<file path="src/rtl/wb_stage_pipe_if.sv">
// Writeback-stage bundle: MEM-side retire bus, late memory data, and RF write/hazard outputs.
// Pure wiring, no latency of its own.
// The master drives in_valid and is held off by in_ready; the slave is the writeback stage.
interface wb_stage_pipe_if #(
    parameter int XLEN       = 32,
    parameter int REG_ADDR_W = 5
);
    localparam int OFF_W = $clog2(XLEN / 8);

    // retire handshake from MEM
    logic                  in_valid;
    logic                  in_ready;
    logic [2:0]            ctrl_wb;
    logic [2:0]            ld_funct3;
    logic [OFF_W-1:0]      byte_off;
    logic [XLEN-1:0]       pc4_wb;
    logic [XLEN-1:0]       alu_data;
    logic [REG_ADDR_W-1:0] rd_wb;

    // memory return, may arrive after the handshake
    logic                  mem_valid;
    logic [XLEN-1:0]       mem_data;

    // register-file write port
    logic                  rf_we;
    logic [REG_ADDR_W-1:0] rf_waddr;
    logic [XLEN-1:0]       rf_wdata;

    // hazard-unit view of an outstanding load
    logic                  ld_pending;
    logic [REG_ADDR_W-1:0] ld_pend_rd;

    modport master (
        output in_valid, ctrl_wb, ld_funct3, byte_off, pc4_wb, alu_data, rd_wb,
        output mem_valid, mem_data,
        input  in_ready, rf_we, rf_waddr, rf_wdata, ld_pending, ld_pend_rd
    );

    modport slave (
        input  in_valid, ctrl_wb, ld_funct3, byte_off, pc4_wb, alu_data, rd_wb,
        input  mem_valid, mem_data,
        output in_ready, rf_we, rf_waddr, rf_wdata, ld_pending, ld_pend_rd
    );
endinterface

</file>
<file path="src/rtl/wb_stage_pipe.sv">
// Writeback stage: selects ALU / load / PC+4 result, formats load data, drives the RF write port.
// Latency 1 cycle from handshake (or from mem_valid for a late load); throughput 1 per cycle.
// in_ready drops while a load waits for its memory data; it returns on the cycle of the write.
module wb_stage_pipe #(
    parameter int XLEN       = 32,
    parameter int REG_ADDR_W = 5
) (
    input  logic             clk,
    input  logic             rst_n,
    wb_stage_pipe_if.slave   bus
);
    // Derived from XLEN only; the interface computes the same width for byte_off.
    localparam int OFF_W = $clog2(XLEN / 8);

    typedef enum logic {
        IDLE     = 1'b0,
        WAIT_MEM = 1'b1
    } state_t;

    state_t                state;

    // Context of a load whose data has not yet come back.
    logic [REG_ADDR_W-1:0] lat_rd;
    logic [2:0]            lat_f3;
    logic [OFF_W-1:0]      lat_off;
    logic                  lat_we;

    // Registered RF write port.
    logic                  we_q;
    logic [REG_ADDR_W-1:0] waddr_q;
    logic [XLEN-1:0]       wdata_q;

    logic                  is_load;
    logic                  handshake;
    logic [XLEN-1:0]       sel_data;

    // Extract and extend a load from the raw aligned memory word. Lanes are
    // little-endian; halfword/word offsets are forced to natural alignment so
    // misaligned low bits are simply ignored.
    function automatic logic [XLEN-1:0] fmt_load(
        input logic [2:0]       f3,
        input logic [OFF_W-1:0] off,
        input logic [XLEN-1:0]  word
    );
        logic [OFF_W-1:0] off_h;
        logic [OFF_W-1:0] off_w;
        logic [XLEN-1:0]  sb;
        logic [XLEN-1:0]  sh;
        logic [XLEN-1:0]  sw;
        logic [XLEN-1:0]  r;
        off_h = off & ~OFF_W'(1);
        off_w = off & ~OFF_W'(3);
        sb    = word >> {off,   3'b000};
        sh    = word >> {off_h, 3'b000};
        sw    = word >> {off_w, 3'b000};
        case (f3)
            3'b000:  r = XLEN'($signed(sb[7:0]));
            3'b100:  r = XLEN'(sb[7:0]);
            3'b001:  r = XLEN'($signed(sh[15:0]));
            3'b101:  r = XLEN'(sh[15:0]);
            // At XLEN=32 both of these collapse to the full word.
            3'b010:  r = XLEN'($signed(sw[31:0]));
            3'b110:  r = XLEN'(sw[31:0]);
            // LD, and the reserved encodings, pass the word through.
            default: r = word;
        endcase
        return r;
    endfunction

    assign is_load   = (bus.ctrl_wb[1:0] == 2'b01);
    assign handshake = bus.in_valid & (state == IDLE);

    // Result mux for an instruction that retires in the handshake cycle.
    always_comb begin
        sel_data = bus.alu_data;
        if (bus.ctrl_wb[1]) begin
            sel_data = bus.pc4_wb;
        end else if (bus.ctrl_wb[0]) begin
            sel_data = fmt_load(bus.ld_funct3, bus.byte_off, bus.mem_data);
        end
    end

    // FSM plus registered write port; the write strobe is a one-cycle pulse,
    // address/data hold their last value when nothing retires.
    always_ff @(posedge clk or negedge rst_n) begin
        if (!rst_n) begin
            state   <= IDLE;
            we_q    <= 1'b0;
            waddr_q <= '0;
            wdata_q <= '0;
            lat_rd  <= '0;
            lat_f3  <= '0;
            lat_off <= '0;
            lat_we  <= 1'b0;
        end else begin
            we_q <= 1'b0;
            case (state)
                IDLE: begin
                    if (handshake) begin
                        if (is_load && !bus.mem_valid) begin
                            lat_rd  <= bus.rd_wb;
                            lat_f3  <= bus.ld_funct3;
                            lat_off <= bus.byte_off;
                            lat_we  <= bus.ctrl_wb[2];
                            state   <= WAIT_MEM;
                        end else begin
                            // x0 is hardwired: never strobe a write to it.
                            we_q    <= bus.ctrl_wb[2] & (bus.rd_wb != '0);
                            waddr_q <= bus.rd_wb;
                            wdata_q <= sel_data;
                        end
                    end
                end
                WAIT_MEM: begin
                    if (bus.mem_valid) begin
                        we_q    <= lat_we & (lat_rd != '0);
                        waddr_q <= lat_rd;
                        wdata_q <= fmt_load(lat_f3, lat_off, bus.mem_data);
                        state   <= IDLE;
                    end
                end
                default: begin
                    state <= IDLE;
                end
            endcase
        end
    end

    // Handshake and hazard outputs follow directly from the registered state.
    always_comb begin
        bus.in_ready   = (state == IDLE);
        bus.ld_pending = (state == WAIT_MEM);
        bus.ld_pend_rd = (state == WAIT_MEM) ? lat_rd : '0;
        bus.rf_we      = we_q;
        bus.rf_waddr   = waddr_q;
        bus.rf_wdata   = wdata_q;
    end
endmodule

</file>
<file path="src/flat_wrapper.sv">
// flat-port wrapper written by rule: the top's interface ports become plain ports
module wb_stage_pipe_flat 
#(
    parameter int XLEN       = 32,
    parameter int REG_ADDR_W = 5
)
  (clk, rst_n, bus_in_valid, bus_ctrl_wb, bus_ld_funct3, bus_byte_off, bus_pc4_wb, bus_alu_data, bus_rd_wb, bus_mem_valid, bus_mem_data, bus_in_ready, bus_rf_we, bus_rf_waddr, bus_rf_wdata, bus_ld_pending, bus_ld_pend_rd);
  wb_stage_pipe_if #(.XLEN(XLEN), .REG_ADDR_W(REG_ADDR_W)) bus_i ();
  input  logic clk;
  input  logic rst_n;
  input wire logic [$bits(bus_i.in_valid)-1:0] bus_in_valid;
  input wire logic [$bits(bus_i.ctrl_wb)-1:0] bus_ctrl_wb;
  input wire logic [$bits(bus_i.ld_funct3)-1:0] bus_ld_funct3;
  input wire logic [$bits(bus_i.byte_off)-1:0] bus_byte_off;
  input wire logic [$bits(bus_i.pc4_wb)-1:0] bus_pc4_wb;
  input wire logic [$bits(bus_i.alu_data)-1:0] bus_alu_data;
  input wire logic [$bits(bus_i.rd_wb)-1:0] bus_rd_wb;
  input wire logic [$bits(bus_i.mem_valid)-1:0] bus_mem_valid;
  input wire logic [$bits(bus_i.mem_data)-1:0] bus_mem_data;
  output wire logic [$bits(bus_i.in_ready)-1:0] bus_in_ready;
  output wire logic [$bits(bus_i.rf_we)-1:0] bus_rf_we;
  output wire logic [$bits(bus_i.rf_waddr)-1:0] bus_rf_waddr;
  output wire logic [$bits(bus_i.rf_wdata)-1:0] bus_rf_wdata;
  output wire logic [$bits(bus_i.ld_pending)-1:0] bus_ld_pending;
  output wire logic [$bits(bus_i.ld_pend_rd)-1:0] bus_ld_pend_rd;
  assign bus_i.in_valid = bus_in_valid;
  assign bus_i.ctrl_wb = bus_ctrl_wb;
  assign bus_i.ld_funct3 = bus_ld_funct3;
  assign bus_i.byte_off = bus_byte_off;
  assign bus_i.pc4_wb = bus_pc4_wb;
  assign bus_i.alu_data = bus_alu_data;
  assign bus_i.rd_wb = bus_rd_wb;
  assign bus_i.mem_valid = bus_mem_valid;
  assign bus_i.mem_data = bus_mem_data;
  assign bus_in_ready = bus_i.in_ready;
  assign bus_rf_we = bus_i.rf_we;
  assign bus_rf_waddr = bus_i.rf_waddr;
  assign bus_rf_wdata = bus_i.rf_wdata;
  assign bus_ld_pending = bus_i.ld_pending;
  assign bus_ld_pend_rd = bus_i.ld_pend_rd;
  wb_stage_pipe #(.XLEN(XLEN), .REG_ADDR_W(REG_ADDR_W)) u_core (.clk(clk), .rst_n(rst_n), .bus(bus_i));
endmodule
</file>
<file path="config.mk">
export PLATFORM = sky130hd
export DESIGN_NAME = wb_stage_pipe_flat
export DESIGN_NICKNAME = d
export VERILOG_FILES = /design/src/rtl/wb_stage_pipe_if.sv /design/src/rtl/wb_stage_pipe.sv /design/src/flat_wrapper.sv
export SDC_FILE = /design/constraint.sdc
export NUM_CORES = 1
export LEC_CHECK = 0
export ABC_AREA = 0
export CAP_MARGIN = 10
export CORE_ASPECT_RATIO = 0.8
export CORE_UTILIZATION = 35
export CTS_BUF_LIST = sky130_fd_sc_hd__clkbuf_16
export DETAILED_ROUTE_END_ITERATION = 7
export GPL_TIMING_DRIVEN = 0
export PLACE_DENSITY_LB_ADDON = 0.15
export SYNTH_ARGS = -nofsm -noshare
export SYNTH_HDL_FRONTEND = slang
export SYNTH_SLANG_ARGS = --single-unit
</file>
<file path="constraint.sdc">
create_clock -name clk -period 3.3 [get_ports clk]
set_input_delay 0.66 -clock clk [delete_from_list [all_inputs] [get_ports clk]]
set_output_delay 0.66 -clock clk [all_outputs]
set_load 0.01 [all_outputs]
</file>
==> flow_summary.toml <==
[status]
status = "finished, violations left"
violations = "design-rule violations"

[floorplan]
core_um2 = 11700
dieHeight_um = 101
die_area_um2 = 12600
fp-row-count = 35
start_util_pct = 36.4
die_w_um = 125
ioPinCount = 158

[min_path]
hold_class = "input port to async pin"

[sta]
fin_crit_ns = 2.78
finalCritPeriodShare_pct = 84.3
fmax_mhz = 360
hold_viol = 0
setup_violations = 0
worst_pin_slew_ns = 0.722
slew_headroom_pct = 51.6
rsz0062_at_grt = "no"
clock_skew_ns = 0.00768
drv_slew = 0

[route]
first_pass_iters = 8
drc_errors = 8
wl_per_cell_um = 23.6
routed_wl_mm = 19.6
drt_iter0_drc = 484
routed-via-count = 5152
antenna_left = 0
via_per_inst = 6.21

[final_layout]
nets = 795
stdcell_count = 830
diodes = 0
drive_above_1_share_pct = 8.50
area_growth_pct = 44.3

[synthesis]
synth_edf_count = 0
ys_seq_area_share_pct = 29.4
synth_area_um2 = 4260
syn-num-nets = 632
synth_area_leader_cell = "dfrtp_1"
syn-instance-count = 519
syn-mean-instance-area_um2 = 8.21
synth-seq-cells = 50
synthArstFlopShare_pct = 100
synth_top_area_share_pct = 29.4
synth_flop_cell = "dfrtp_1"
synth_warnings = 0
ys_top_cells_by_area = "dfrtp_1 29%, nand2_1 6.5%, o2111ai_1 4.5%"
synth.distinct_cells = 55

[global_route]
antenna_found_initial = 0
track_usage_pct = 31.0
grt.overflow.total = 0
grt_max_degree = 29
grt_pass1_vias = 5019
grt_pass1_wl_mm = 29.5

[place]
placedCellCount = 823
port_buffers = 155
gp_congestion = 0.925
dp_hpwl_mm = 15.1

[critical_path]
cp_slowest_stage_delay_ns = 0.62
crit_arrival_ns = 2.98
rrSetupSlack_ns = 1.02
critPathKind = "input port to register"
cp_num_cells = 7
regToRegEndpoint = "u_core.bus.rf_wdata[14]"
crit_family = "buffers and inverters"
crit_buf_inv = 3
r2r-start = "u_core.bus.ld_pending"
required_ns = 3.50
crit_top_cell = "buf_2"
start_kind = "input port"
cp_cell_sequence = "clkdlybuf4s50_1 -> nor3b_2 -> nor3_2 -> buf_2 -> buf_2 -> nor2_1 -> a211oi_1"
cpMaxStageDelayCell = "nor3_2"
crit_path_end_kind = "register"
ff2ff_path_depth = 5
crit_path_max_fanout = 10

[clocking]
cts_setup_buffers = 0
hold_buffers = 0
htree_levels = 2
clock_latency_ns = 0.30
cts_buffers = 5
cts_tree = "yes"
cts.sinks = 50
cts_resized = 0
clk_path_buf_depth = 2
path_clk_slew_ns = 0.08
cts_root_buf = "clkbuf_16"

[pwr]
peakVddDrop_uv = 199
powerDensity_nw_per_um2 = 412
power_leakage_nw = 2.42
power_mw = 2.53

[job]
drv_cap = 0
-- area by class of cell --
cell class | instances | area, um2
plain buffers | 46 | 213
well taps | 148 | 185
repair buffers | 156 | 1570
flip-flops and latches | 50 | 1250
fillers | 1118 | 5540
clock buffers | 5 | 125
inverters | 13 | 48.8
multi-input cells | 410 | 2750
clock inverters | 2 | 11.3
-- power by group --
part           switching [mW]  internal (mW)  leakage [nW]
registers              0.0956          0.741         0.593
logic                   0.610          0.560          1.76
clock network           0.251          0.275        0.0671
total                   0.957           1.58          2.42
-- placed cells by master (no fill, tap or decap), drive strengths merged, types with 22 or more instances in the layout --
| master | n |
|---|---|
| dfrtp | 50 |
| a221oi | 26 |
| buf | 24 |
| nor2 | 40 |
| o2111ai | 22 |
| nand2 | 74 |
| and3 | 27 |
| o21ai | 22 |
| clkbuf | 29 |
| clkdlybuf4s50 | 154 |
-- stage by stage --
step / util, % / TNS [ns] / hold slack (ns) / setup WS [ns] / instance area [um2]
4_1_cts: 52.6 / 0 / 0.387 / 0.561 / 6150
6_report: 52.6 / 0 / 0.369 / 0.519 / 6150
3_5_place_dp: 51.4 / 0 / 0.472 / 0.254 / 6010
3_3_place_gp: 51.3 / -6.09 / 0.466 / -0.126 / 6000
5_1_grt: 52.6 / 0 / 0.410 / 0.417 / 6150
2_1_floorplan: - / 0 / 0.364 / 1.23 / 4260
-- kinds of logic after synthesis --
family,synth area share [%]
buffers and inverters,6.14
AND/OR/NAND/NOR,21.9
flip-flops,29.4
multiplexers,7.96
AO/OA/AOI/OAI,34.6
-- synthesized netlist by cell type, drive strengths merged (19+ instances only) --
cell type,count
a21oi,21
nand2,74
clkbuf,24
a221oi,26
buf,22
o21ai,22
dfrtp,50
o2111ai,22
and3,27
o211ai,19
nor2,40
-- how the worst max path moves through the flow --
stage	startpoint	to	slack (ns)
floorplan	bus_mem_data[31]	u_core.bus.rf_wdata[8]	1.23
global placement	rst_n	u_core.bus.rf_wdata[24]	-0.13
detailed placement	bus_mem_valid	u_core.bus.rf_wdata[20]	0.25
CTS	bus_mem_valid	u_core.bus.rf_wdata[7]	0.56
global route	bus_ctrl_wb[0]	u_core.bus.rf_wdata[28]	0.42
finish	bus_mem_valid	u_core.bus.rf_wdata[7]	0.52
-- layer usage --
metal	wire, um	global-route usage, %
met1	9120	45.2
met3	1680	5.41
met5	0	0
met4	331	9.10
met2	8440	46.8
-- sequential cells by signal (all words and copies together) (netlist names) --
name and cells:
u_core.bus.ld_pending 1, u_core.lat_we 1, u_core.lat_rd 5, u_core.lat_off 2, u_core.bus.rf_we 1, u_core.bus.rf_wdata 32, u_core.lat_f3 3, u_core.bus.rf_waddr 5
(Power assumes the default switching activity.)
